==> src/rtl/mem_debug_reader.sv <==
// Walks the data memory's debug read port from word 0 to DEPTH-1 and streams each word LSB-first on a valid/ready byte link.
// Optional trailing XOR checksum byte is built when MEM_DEBUG_READER_CHECKSUM_EN is defined.
module mem_debug_reader #(
  parameter int NB_DATA = 32,
  parameter int NB_ADDR = 32,
  parameter int DEPTH   = 1024
) (
  input  logic               i_clk,
  input  logic               i_rst,
  input  logic               i_start,
  input  logic [NB_DATA-1:0] i_data_debug,
  output logic [NB_ADDR-1:0] o_addr_debug,
  output logic [7:0]         o_byte,
  output logic               o_byte_valid,
  input  logic               i_byte_ready,
  output logic               o_busy,
  output logic               o_done
);

  localparam int NB_BYTES = NB_DATA / 8;
  localparam int BIDX_W   = (NB_BYTES > 1) ? $clog2(NB_BYTES) : 1;
  localparam logic [BIDX_W-1:0]  LAST_IDX  = BIDX_W'(NB_BYTES - 1);
  localparam logic [NB_ADDR-1:0] LAST_ADDR = NB_ADDR'(DEPTH - 1);

`ifdef MEM_DEBUG_READER_CHECKSUM_EN
  typedef enum logic [2:0] {
    S_IDLE  = 3'd0,
    S_LATCH = 3'd1,
    S_SEND  = 3'd2,
    S_CSUM  = 3'd3,
    S_DONE  = 3'd4
  } state_t;
  logic [7:0] csum_q, csum_d;
`else
  typedef enum logic [2:0] {
    S_IDLE  = 3'd0,
    S_LATCH = 3'd1,
    S_SEND  = 3'd2,
    S_DONE  = 3'd4
  } state_t;
`endif

  // Handshake: a byte moves on any cycle where o_byte_valid and i_byte_ready
  // are both high; valid and byte are held until then and never look at ready.
  state_t             state_q, state_d;
  logic [NB_ADDR-1:0] addr_q, addr_d;
  logic [NB_DATA-1:0] word_q, word_d;
  logic [BIDX_W-1:0]  idx_q, idx_d;
  logic [7:0]         cur_byte;
  logic [7:0]         byte_out;
  logic               byte_valid;

  always_ff @(posedge i_clk) begin
    if (i_rst) begin
      state_q <= S_IDLE;
      addr_q  <= '0;
      word_q  <= '0;
      idx_q   <= '0;
`ifdef MEM_DEBUG_READER_CHECKSUM_EN
      csum_q  <= '0;
`endif
    end else begin
      state_q <= state_d;
      addr_q  <= addr_d;
      word_q  <= word_d;
      idx_q   <= idx_d;
`ifdef MEM_DEBUG_READER_CHECKSUM_EN
      csum_q  <= csum_d;
`endif
    end
  end

  always_comb begin
    cur_byte = '0;
    for (int i = 0; i < NB_BYTES; i++) begin
      if (idx_q == BIDX_W'(i)) cur_byte = word_q[i*8 +: 8];
    end
  end

  always_comb begin
    state_d    = state_q;
    addr_d     = addr_q;
    word_d     = word_q;
    idx_d      = idx_q;
    byte_valid = 1'b0;
    byte_out   = '0;
`ifdef MEM_DEBUG_READER_CHECKSUM_EN
    csum_d     = csum_q;
`endif
    case (state_q)
      S_IDLE: begin
`ifdef MEM_DEBUG_READER_CHECKSUM_EN
        csum_d = '0;
`endif
        if (i_start) begin
          addr_d  = '0;
          state_d = S_LATCH;
        end
      end
      S_LATCH: begin
        // Memory read is combinational on the address registered last edge.
        word_d  = i_data_debug;
        idx_d   = '0;
        state_d = S_SEND;
      end
      S_SEND: begin
        byte_valid = 1'b1;
        byte_out   = cur_byte;
        if (i_byte_ready) begin
`ifdef MEM_DEBUG_READER_CHECKSUM_EN
          csum_d = csum_q ^ cur_byte;
`endif
          if (idx_q != LAST_IDX) begin
            idx_d = idx_q + BIDX_W'(1);
          end else if (addr_q != LAST_ADDR) begin
            addr_d  = addr_q + NB_ADDR'(1);
            state_d = S_LATCH;
          end else begin
`ifdef MEM_DEBUG_READER_CHECKSUM_EN
            state_d = S_CSUM;
`else
            state_d = S_DONE;
`endif
          end
        end
      end
`ifdef MEM_DEBUG_READER_CHECKSUM_EN
      S_CSUM: begin
        byte_valid = 1'b1;
        byte_out   = csum_q;
        if (i_byte_ready) state_d = S_DONE;
      end
`endif
      S_DONE:  state_d = S_IDLE;
      default: state_d = S_IDLE;
    endcase
  end

  assign o_addr_debug = addr_q;
  assign o_byte       = byte_out;
  assign o_byte_valid = byte_valid;
  assign o_busy       = (state_q != S_IDLE);
  assign o_done       = (state_q == S_DONE);

endmodule

==> config.mk <==
export PLATFORM = sky130hd
export DESIGN_NAME = mem_debug_reader
export DESIGN_NICKNAME = d
export VERILOG_FILES = /design/src/rtl/mem_debug_reader.sv
export SDC_FILE = /design/constraint.sdc
export NUM_CORES = 1
export LEC_CHECK = 0
export CAP_MARGIN = 30
export CELL_PAD_IN_SITES_DETAIL_PLACEMENT = 0
export CELL_PAD_IN_SITES_GLOBAL_PLACEMENT = 2
export CORE_MARGIN = 2
export CORE_UTILIZATION = 29
export CTS_CLUSTER_SIZE = 14
export DETAILED_ROUTE_END_ITERATION = 16
export GPL_ROUTABILITY_DRIVEN = 0
export PLACE_DENSITY = 0.86
export RECOVER_POWER = 25
export SLEW_MARGIN = 20
export SYNTH_ARGS = -nofsm -noshare
export SYNTH_HDL_FRONTEND = slang
export SYNTH_SLANG_ARGS = --single-unit
==> constraint.sdc <==
create_clock -name i_clk -period 2.7 [get_ports i_clk]
set_clock_uncertainty 0.05 [all_clocks]
set_input_delay 0.27 -clock i_clk [delete_from_list [all_inputs] [get_ports i_clk]]
set_output_delay 0.27 -clock i_clk [all_outputs]
set_load 0.005 [all_outputs]
### Yosys cells after proc, flatten, opt, wreduce, memory -nomap -nowiden

Index checks and enable logic that the tools add are counted.

| storage, ports and cells | value |
|---|---|
| flip-flop bits (word level) | 69 |
| output and inout port bits | 43 |
| logic and storage cells | 46 |

| cells by class | value |
|---|---|
| add/sub/neg operators | 2 |
| eq/ne operators | 13 |
| mux-type cells | 19 |
| reduce and logical (&&, ||, !) cells | 8 |

Operators with widths:

| cell | number |
|---|---|
| 32-bit two-way mux | 4 |
| 32-bit case mux with 2 select lines | 1 |
| 8-bit two-way mux | 5 |
| 32-bit by 1-bit adder with 32-bit output, second input constant | 1 |
| 32-bit by 10-bit != test with 1-bit output, second input constant | 1 |
| 3-bit two-way mux | 4 |
| 2-bit != test, second input constant | 6 |
| 3-bit case mux with 3 select lines | 1 |
| 3-bit AND reduction | 2 |
| 5-bit AND reduction | 1 |
| 2-bit == test, second input constant | 2 |
| 2-bit two-way mux | 2 |
| 2-bit case mux with 2 select lines | 1 |
| 2-bit nonzero test | 2 |
| 3-bit by 1-bit == test with 1-bit output, second input constant | 1 |
| 3-bit by 2-bit == test with 1-bit output, second input constant | 1 |
| 3-bit == test, second input constant | 1 |
| 3-bit zero test | 1 |
| 3-bit nonzero test | 1 |
| 2-bit by 1-bit adder with 2-bit output, second input constant | 1 |
| 2-bit by 1-bit == test with 1-bit output, second input constant | 1 |
| 2-bit zero test | 1 |
| 1-bit two-way mux | 1 |

### Depth between registers and ports, before layout

Gate-level depths: netlist (run 1).

| logic depth | value |
|---|---|
| word-level depth | 6 |
| mapped depth | 9 |

### Worst setup path after synthesis (run 1)

Ideal clock, no wire load.

| path | value |
|---|---|
| path type | reg2reg |
| start | register addr_q[0], in the netlist o_addr_debug[0] |
| end | register addr_q[1], in the netlist o_addr_debug[1] |
| data arrival time | 1.875 ns |
| required time | 2.533 ns |
| path slack | 0.657 ns |
| cell stages (with the launch flop) | 8 |
| clock period less this slack | 2.043 ns |
| cell sequence | dfxtp_1 -> ha_1 -> and3_1 -> nand3_1 -> or3_1 -> buf_2 -> buf_6 -> a32o_2 |

| on the way | value |
|---|---|
| cells in the longest elaborated chain, start to end | 5 |
| elaborated cells between the ends (all ways) | 8 |

Ends and longest elaborated chain:

| item | RTL line | RTL |
|---|---|---|
| start: declaration | 46 | `logic [NB_ADDR-1:0] addr_q, addr_d;` |
| start signal: assignment | 64 | `addr_q <= addr_d;` |
| 32-bit by 1-bit adder with 32-bit output | 116 | `addr_d = addr_q + NB_ADDR'(1);` |
| 32-bit two-way mux | 115 | `end else if (addr_q != LAST_ADDR) begin` |
| 32-bit two-way mux | 113 | `if (idx_q != LAST_IDX) begin` |
| 32-bit two-way mux | 109 | `if (i_byte_ready) begin` |
| 32-bit case mux with 2 select lines | 90 | `case (state_q)` |

Parallel ways exist; a longest one is shown, timed or not. The select of a mux whose other input is x is not followed.
A chain may end at the register's enable or synchronous reset.

### Worst setup path in the final report (run 1)

| path | value |
|---|---|
| start | register state_q[2] |
| end | output o_byte_valid |

| on the way | value |
|---|---|
| cells in the longest elaborated chain, start to end | 2 |

Ends and longest elaborated chain:

| item | RTL line | RTL |
|---|---|---|
| start: declaration | 45 | `state_t state_q, state_d;` |
| start signal: assignment | 63 | `state_q <= state_d;` |
| 3-bit by 2-bit == test with 1-bit output | 90 |  |
| 1-bit two-way mux | 90 |  |
| end: declaration | 14 | `output logic o_byte_valid,` |

No other way between the ends.

==> results by group, run 1 <==
Routing
  – Vias/cell: 5.20
  – DRT Pass-1 Iters: 5
  – 1st-iter DRT viols: 257
  – DRT antenna net count: 0
  – Routed vias: 3685
  – Post-detailed-route DRC marker count: 0
  – Drt wl/cell: 16.0 um
  – Post-Route WL: 11300 um

Yosys
  – Synth Area in XOR/XNOR: 0.485%
  – Synth Area in Adders: 1.73%
  – Post-Syn Nets: 501
  – Ys flop type: dfxtp_1
  – Mapped Area: 3610 um2
  – Complex-gate fraction of the synthesized area: 21.1%
  – Dominant cell type by area after synthesis: dfxtp_1
  – Seq/Total Area, Yosys: 38.3%
  – Syn Inst Count: 460
  – Most frequent cell after synthesis: nand2_1
  – Mux cell area share after synthesis: 2.49%
  – Post-synthesis simple-gate area fraction: 31.4%
  – Async SR Flop Fraction: 0%
  – Top cell type's share of synthesized area: 38.3%
  – Post-synth top cells: 88 x nand2_1, 69 x dfxtp_1, 58 x a21oi_1
  – Synth Register Bits: 69
  – Synth top area cells: dfxtp_1 38%, nand2_1 9.1%, a21oi_1 8.0%
  – Avg Cell Area, Syn: 7.85 um2
  – Netlist cell types: 53
  – Largest family of logic cells by synthesized area: simple AND/OR/NAND/NOR gates
  – EDFF count, synth: 0
  – Ys Warns: 0

Floorplan
  – Core area: 12100 um2
  – Initial Utilization: 29.9%
  – Die area: 13400 um2
  – Die Y: 116 um
  – I/O Pins: 79
  – Std cell rows: 40
  – Die Width: 116 um

CTS
  – Clock Path Buffers: 2
  – Clk sinks: 69
  – Clock transition at path regs: 0.06 ns
  – Hold buffer count at CTS: 0
  – H-Tree Depth: 3
  – Root Driver: clkbuf_16
  – Cts repair resizes: 2
  – TritonCTS clock tree: done
  – Setup Buffers After CTS: 0
  – CTS Buf Count: 9
  – Clock latency on the worst-skew pair: 0.34 ns

Placement
  – Place WS: 0.306 ns
  – Dpl hpwl: 8050 um
  – PortBufs: 78

Power
  – Maximum vdd drop: 0.303 mV
  – Leakage: 1.72 nW
  – Pwr per Cell Area: 536 nW/um2
  – Total power: 0.00264 W

Critical path
  – CP Max Fanout: 10
  – CP Launch Type: flip-flop
  – CP bufs+invs: 3
  – CP peak stage delay: 0.63 ns
  – WS Path Type: reg -> out
  – Worst R2R Start: o_addr_debug[0]
  – Top cell family by delay on the critical path: buffers and inverters
  – Crit-path cells: nor2_1 > nand2_1 > inv_2 > clkbuf_1 > clkdlybuf4s50_1
  – End of the worst register-to-register path: o_addr_debug[5]
  – Critical Path End Type: primary output
  – CP required: 2.38 ns
  – Worst R2R Path Depth: 6
  – Data arrival, critical path: 2.24 ns
  – Reg2Reg Setup Slack: 0.31 ns
  – CP max stage cell: clkdlybuf4s50_1

Hold path
  – Hold depth: 2
  – Hold Path Origin: word_q[19]
  – HP Class: reg -> reg
  – Worst Hold End: word_q[19]

Global route
  – Vias in the first global route: 3477
  – Antenna violations before repair: 0
  – Gr usage total: 17.5%
  – Total gr overflow: 0
  – Largest net degree at the start of global routing: 57
  – Global-route wire length before repair: 18000 um

Timing
  – Setup TNS Final: 0 ns
  – Endpoints failing hold: 0
  – Min cycle time layout: 2.56 ns
  – Fmax: 391 MHz
  – Slew Limit Fails: 0
  – Final setup fails: 0
  – Post-route clock period utilization: 94.7%
  – Hold_ws: 0.403 ns
  – Final worst-path setup slack: 0.143 ns
  – Relative slew slack: 24.8%
  – Least-Margin Pin Slew: 1.13 ns

Cells and area
  – Synth-to-layout area growth: 36.3%
  – Final-layout fill cell count: 1254
  – Multi-input logic area: 2090 um2
  – Share of layout cells above drive strength 1: 8.89%
  – Ant diodes: 0
  – Nets: 576
  – Sequential cell area: 1380 um2

Status
  – Status: finished clean

Run
  – # Max-Cap Violations: 0
kinds of logic after synthesis:
logic type / count (synthesis)
DFF: 69
adders and majority gates: 5
xor gates and xnor gates: 2
AOI/OAI and AO/OA: 125
buffers and inverters: 39
and+or+nand+nor: 211
muxes: 9
state kept, by name (all words and copies together) (netlist names):
register / flops
idx_q: 2
word_q: 32
o_addr_debug: 32
state_q: 3
cells in the final DEF (no fill, tap or decap), types with 8 or more instances in the layout:
| cell type | instances |
|---|---|
| and3_1 | 8 |
| buf_4 | 12 |
| mux2i_1 | 9 |
| inv_1 | 10 |
| clkdlybuf4s50_1 | 57 |
| a31oi_1 | 10 |
| a21oi_1 | 57 |
| o31ai_1 | 9 |
| clkbuf_16 | 9 |
| o21ai_0 | 18 |
| and3b_1 | 9 |
| dfxtp_1 | 68 |
| dlygate4sd3_1 | 20 |
| nor2_1 | 23 |
| nand3_1 | 19 |
| nand4_1 | 11 |
| nand2_1 | 88 |
tightest hold or removal path: stages, from the launching register on:
cell and delay, ns:
dfxtp_1 0.31, nand2_1 0.05, a21oi_1 0.05
layout make-up:
type,count,area share (%)
Timing Repair Buffer,92,17.7
Inverter,11,0.839
Tap cell,168,4.27
Clock inverter,5,1.70
Multi-Input combinational cell,352,42.4
Sequential cell,69,28.1
Clock buffer,11,4.93
metrics by stage:
step | instance area [um2] | utilization, % | cells
after floorplan | 3610 | - | 460
after global placement | 4580 | 38.0 | 692
after detailed placement | 4580 | 38.0 | 692
after CTS | 4910 | 40.7 | 708
after global routing | 4920 | 40.8 | 708
final | 4920 | 40.8 | 708
how the worst max path moves through the flow:
stage               startpoint               to  cells past startpoint
6_report            state_q[2]     o_byte_valid                      5
3_3_place_gp          idx_q[1]        o_byte[2]                      8
3_5_place_dp          idx_q[1]        o_byte[2]                      8
2_1_floorplan  o_addr_debug[0]  o_addr_debug[1]                      7
4_1_cts               idx_q[1]        o_byte[3]                      8
5_1_grt               idx_q[0]        o_byte[2]                      7
report_power, final:
group          switching (W)  leakage (nW)  internal [W]
Combinational       0.000130          1.01      0.000121
Sequential         0.0000299         0.560       0.00105
Clock               0.000470         0.152      0.000836
per-layer routing:
layer | GRT usage (%) | share of wire (%)
met4 | 6.43 | 1.2
met5 | 0 | 0
met1 | 24.2 | 48
met3 | 4.39 | 4.9
met2 | 26.3 | 46
Power figures use the tool's default switching activity.
==> inputs of run 2 (changes only) <==
--- a/config.mk
+++ b/config.mk
@@ -13,7 +13,7 @@
 export CTS_CLUSTER_SIZE = 14
 export DETAILED_ROUTE_END_ITERATION = 16
 export GPL_ROUTABILITY_DRIVEN = 0
-export PLACE_DENSITY = 0.86
+export PLACE_DENSITY = 0.84
 export RECOVER_POWER = 25
 export SLEW_MARGIN = 20
 export SYNTH_ARGS = -nofsm -noshare
==> run 2 against run 1 <==
Effect of this change: die area did not move; utilization up 0.19 points; final cell count grew 0.28%; critical path depth is 2 higher; worst hold slack improved by 0.0011 ns; clock power hardly changed; power up 0.68%; largest power group unchanged.
==> results by group, run 2 (synthesis results as in run 1) <==
Timing
  – Relative slew slack: 21.0% (-3.7 points)
  – Least-Margin Pin Slew: 1.18 ns (+0.0558 ns)
  – RSZ-0062 raised after global routing: no
  – Endpoints failing hold: 0 (unchanged)
  – Fmax: 392 MHz (+0.33%)
  – Min cycle time layout: 2.55 ns (-0.00844 ns)
  – Setup TNS Final: 0 ns (unchanged)
  – Post-route clock period utilization: 94.4% (-0.31 points)
  – Final setup fails: 0 (unchanged)
  – Slew Limit Fails: 0 (unchanged)

Floorplan
  – Initial Utilization: 29.9% (unchanged)
  – Die Width: 116 um (unchanged)
  – Std cell rows: 40 (unchanged)
  – I/O Pins: 79 (unchanged)
  – Die area: 13400 um2 (unchanged)
  – Die Y: 116 um (unchanged)
  – Core area: 12100 um2 (unchanged)

CTS
  – Clock transition at path regs: 0.06 ns (about the same)
  – H-Tree Depth: 3 (unchanged)
  – TritonCTS clock tree: done
  – Root Driver: clkbuf_16
  – Clock latency on the worst-skew pair: 0.33 ns (about the same)
  – CTS Buf Count: 9 (unchanged)
  – Hold buffer count at CTS: 0 (unchanged)
  – Clock Path Buffers: 2 (unchanged)
  – Clk sinks: 69 (unchanged)

Critical path
  – Data arrival, critical path: 2.23 ns (about the same)
  – CP Max Fanout: 16 (+6)
  – Crit-path cells: inv_1 > ha_1 > nand2_1 > o21ai_0 > mux2i_1 > nor2_1 > clkdlybuf4s50_1
  – CP peak stage delay: 0.52 ns (-0.11 ns)
  – CP required: 2.38 ns (about the same)
  – CP Launch Type: flip-flop
  – CP bufs+invs: 2 (-1)
  – Critical Path End Type: primary output
  – Top cell family by delay on the critical path: buffers and inverters
  – Reg2Reg Setup Slack: 0.30 ns (about the same)
  – WS Path Type: reg -> out
  – CP max stage cell: clkdlybuf4s50_1

Global route
  – Antenna violations before repair: 0 (unchanged)
  – Vias in the first global route: 3422 (-1.6%)
  – Largest net degree at the start of global routing: 57 (unchanged)
  – Total gr overflow: 0 (unchanged)
  – Gr usage total: 17.1% (-0.32 points)
  – Global-route wire length before repair: 18000 um (-0.50%)

Hold path
  – HP Class: reg -> reg

Placement
  – PortBufs: 78 (unchanged)
  – Area post-placement: 4600 um2 (+0.33%)
  – Dpl hpwl: 7920 um (-1.6%)

Routing
  – Post-detailed-route DRC marker count: 0 (unchanged)
  – 1st-iter DRT viols: 237 (-7.8%)
  – Drt wl/cell: 15.6 um (-2.3%)
  – DRT Pass-1 Iters: 4 (-1)
  – DRT antenna net count: 0 (unchanged)
  – Vias/cell: 5.14 (-1.2%)
  – Routed vias: 3651 (-0.92%)
  – Post-Route WL: 11100 um (-2.0%)

Power
  – Combinational fraction of design power: 9.6% (about the same)
  – Share of power burned in registers: 40.7% (-0.3 points)
  – Total power: 0.00266 W (+0.68%)
  – Clock power share: 49.7% (+0.2 points)
  – Sw power: 0.000622 W (-1.3%)
  – Internal: 0.00203 W (+1.3%)
  – Switching share of power: 23.4% (-0.48 points)
  – Pwr per Cell Area: 537 nW/um2 (+0.22%)
  – Maximum vdd drop: 0.249 mV (-18%)
  – Leakage: 1.72 nW (-0.15%)

Cells and area
  – Most frequent cells in the layout: 88 x nand2_1, 68 x dfxtp_1, 64 x clkdlybuf4s50_1, 58 x a21oi_1, 23 x nor2_1
  – Share of layout cells above drive strength 1: 9.41% (+0.52 points)
  – Core Util, Final: 41.0% (+0.19 points)
  – Final-layout fill cell count: 1244 (-0.80%)
  – Ant diodes: 0 (unchanged)
  – Cell area after layout: 4940 um2 (+0.46%)
  – Nets: 578 (+0.35%)
  – Synth-to-layout area growth: 36.9%
  – Commonest non-fill, non-tap cell in the layout: nand2_1

Status
  – Status: finished clean

Run
  – # Max-Cap Violations: 0 (unchanged)
run 2: metrics by stage:
step,hold WS (ns),std cells,setup slack [ns]
CTS,0.407,710,0.0956
global placement,0.391,694,0.373
floorplan,0.356,460,0.657
finish,0.404,710,0.151
detailed placement,0.398,694,0.321
global route,0.424,710,0.0172
run 2: layer usage:
| layer | up-vias | global-route usage [%] | routed length (um) |
|---|---|---|---|
| met4 | 0 | 5.30 | 121 |
| met1 | 1701 | 25.4 | 5430 |
| met3 | 11 | 3.77 | 574 |
| met5 | - | 0 | 0 |
| met2 | 94 | 24.7 | 4940 |
| li1 | 1845 | - | - |
run 2: final timing paths:
check / from / end / depth (start not counted)
setup / recovery: idx_q[0] / o_byte[1] / 7
hold / removal: word_q[18] / word_q[18] / 2
setup reg to reg: o_addr_debug[0] / o_addr_debug[5] / 6
hold reg to reg: word_q[18] / word_q[18] / 2
run 2: area by class of cell:
type	instances	area, um2	area share (%)
multi-input combinational	352	2080	42.1
sequential	69	1380	28.0
timing repair buffer	94	892	18.0
clock buffer	11	253	5.11
tap	168	210	4.25
clock inverter	5	81.3	1.65
inverter	11	41.3	0.835
run 2: worst register-to-register path, cell delays in order (launching register included):
cell	delay (ns)
dfxtp_1	0.41
ha_1	0.22
and3_1	0.25
nand3_1	0.21
or3_1	0.68
a32oi_1	0.27
a21bo_1	0.21
run 2: power groups by stage:
stage          sequential, W  clock [W]  combinational (W)
3_3_place_gp         0.00110          0           0.000254
6_report             0.00108    0.00132           0.000254
3_5_place_dp         0.00110          0           0.000257
4_1_cts              0.00108    0.00135           0.000258
2_1_floorplan        0.00109          0           0.000139
5_1_grt              0.00109    0.00140           0.000281
run 2: timing repair:
item,CTS,global route
setup buffers,0,0
gates resized for setup,1,3
setup endpoints to repair,2,2
==> inputs of run 3 (changes only) <==
--- a/config.mk
+++ b/config.mk
@@ -15,7 +15,6 @@
 export GPL_ROUTABILITY_DRIVEN = 0
 export PLACE_DENSITY = 0.84
 export RECOVER_POWER = 25
-export SLEW_MARGIN = 20
 export SYNTH_ARGS = -nofsm -noshare
 export SYNTH_HDL_FRONTEND = slang
 export SYNTH_SLANG_ARGS = --single-unit
==> results of run 3 <==
No change in the layout: final DEF, timing and power equal those of run 2.
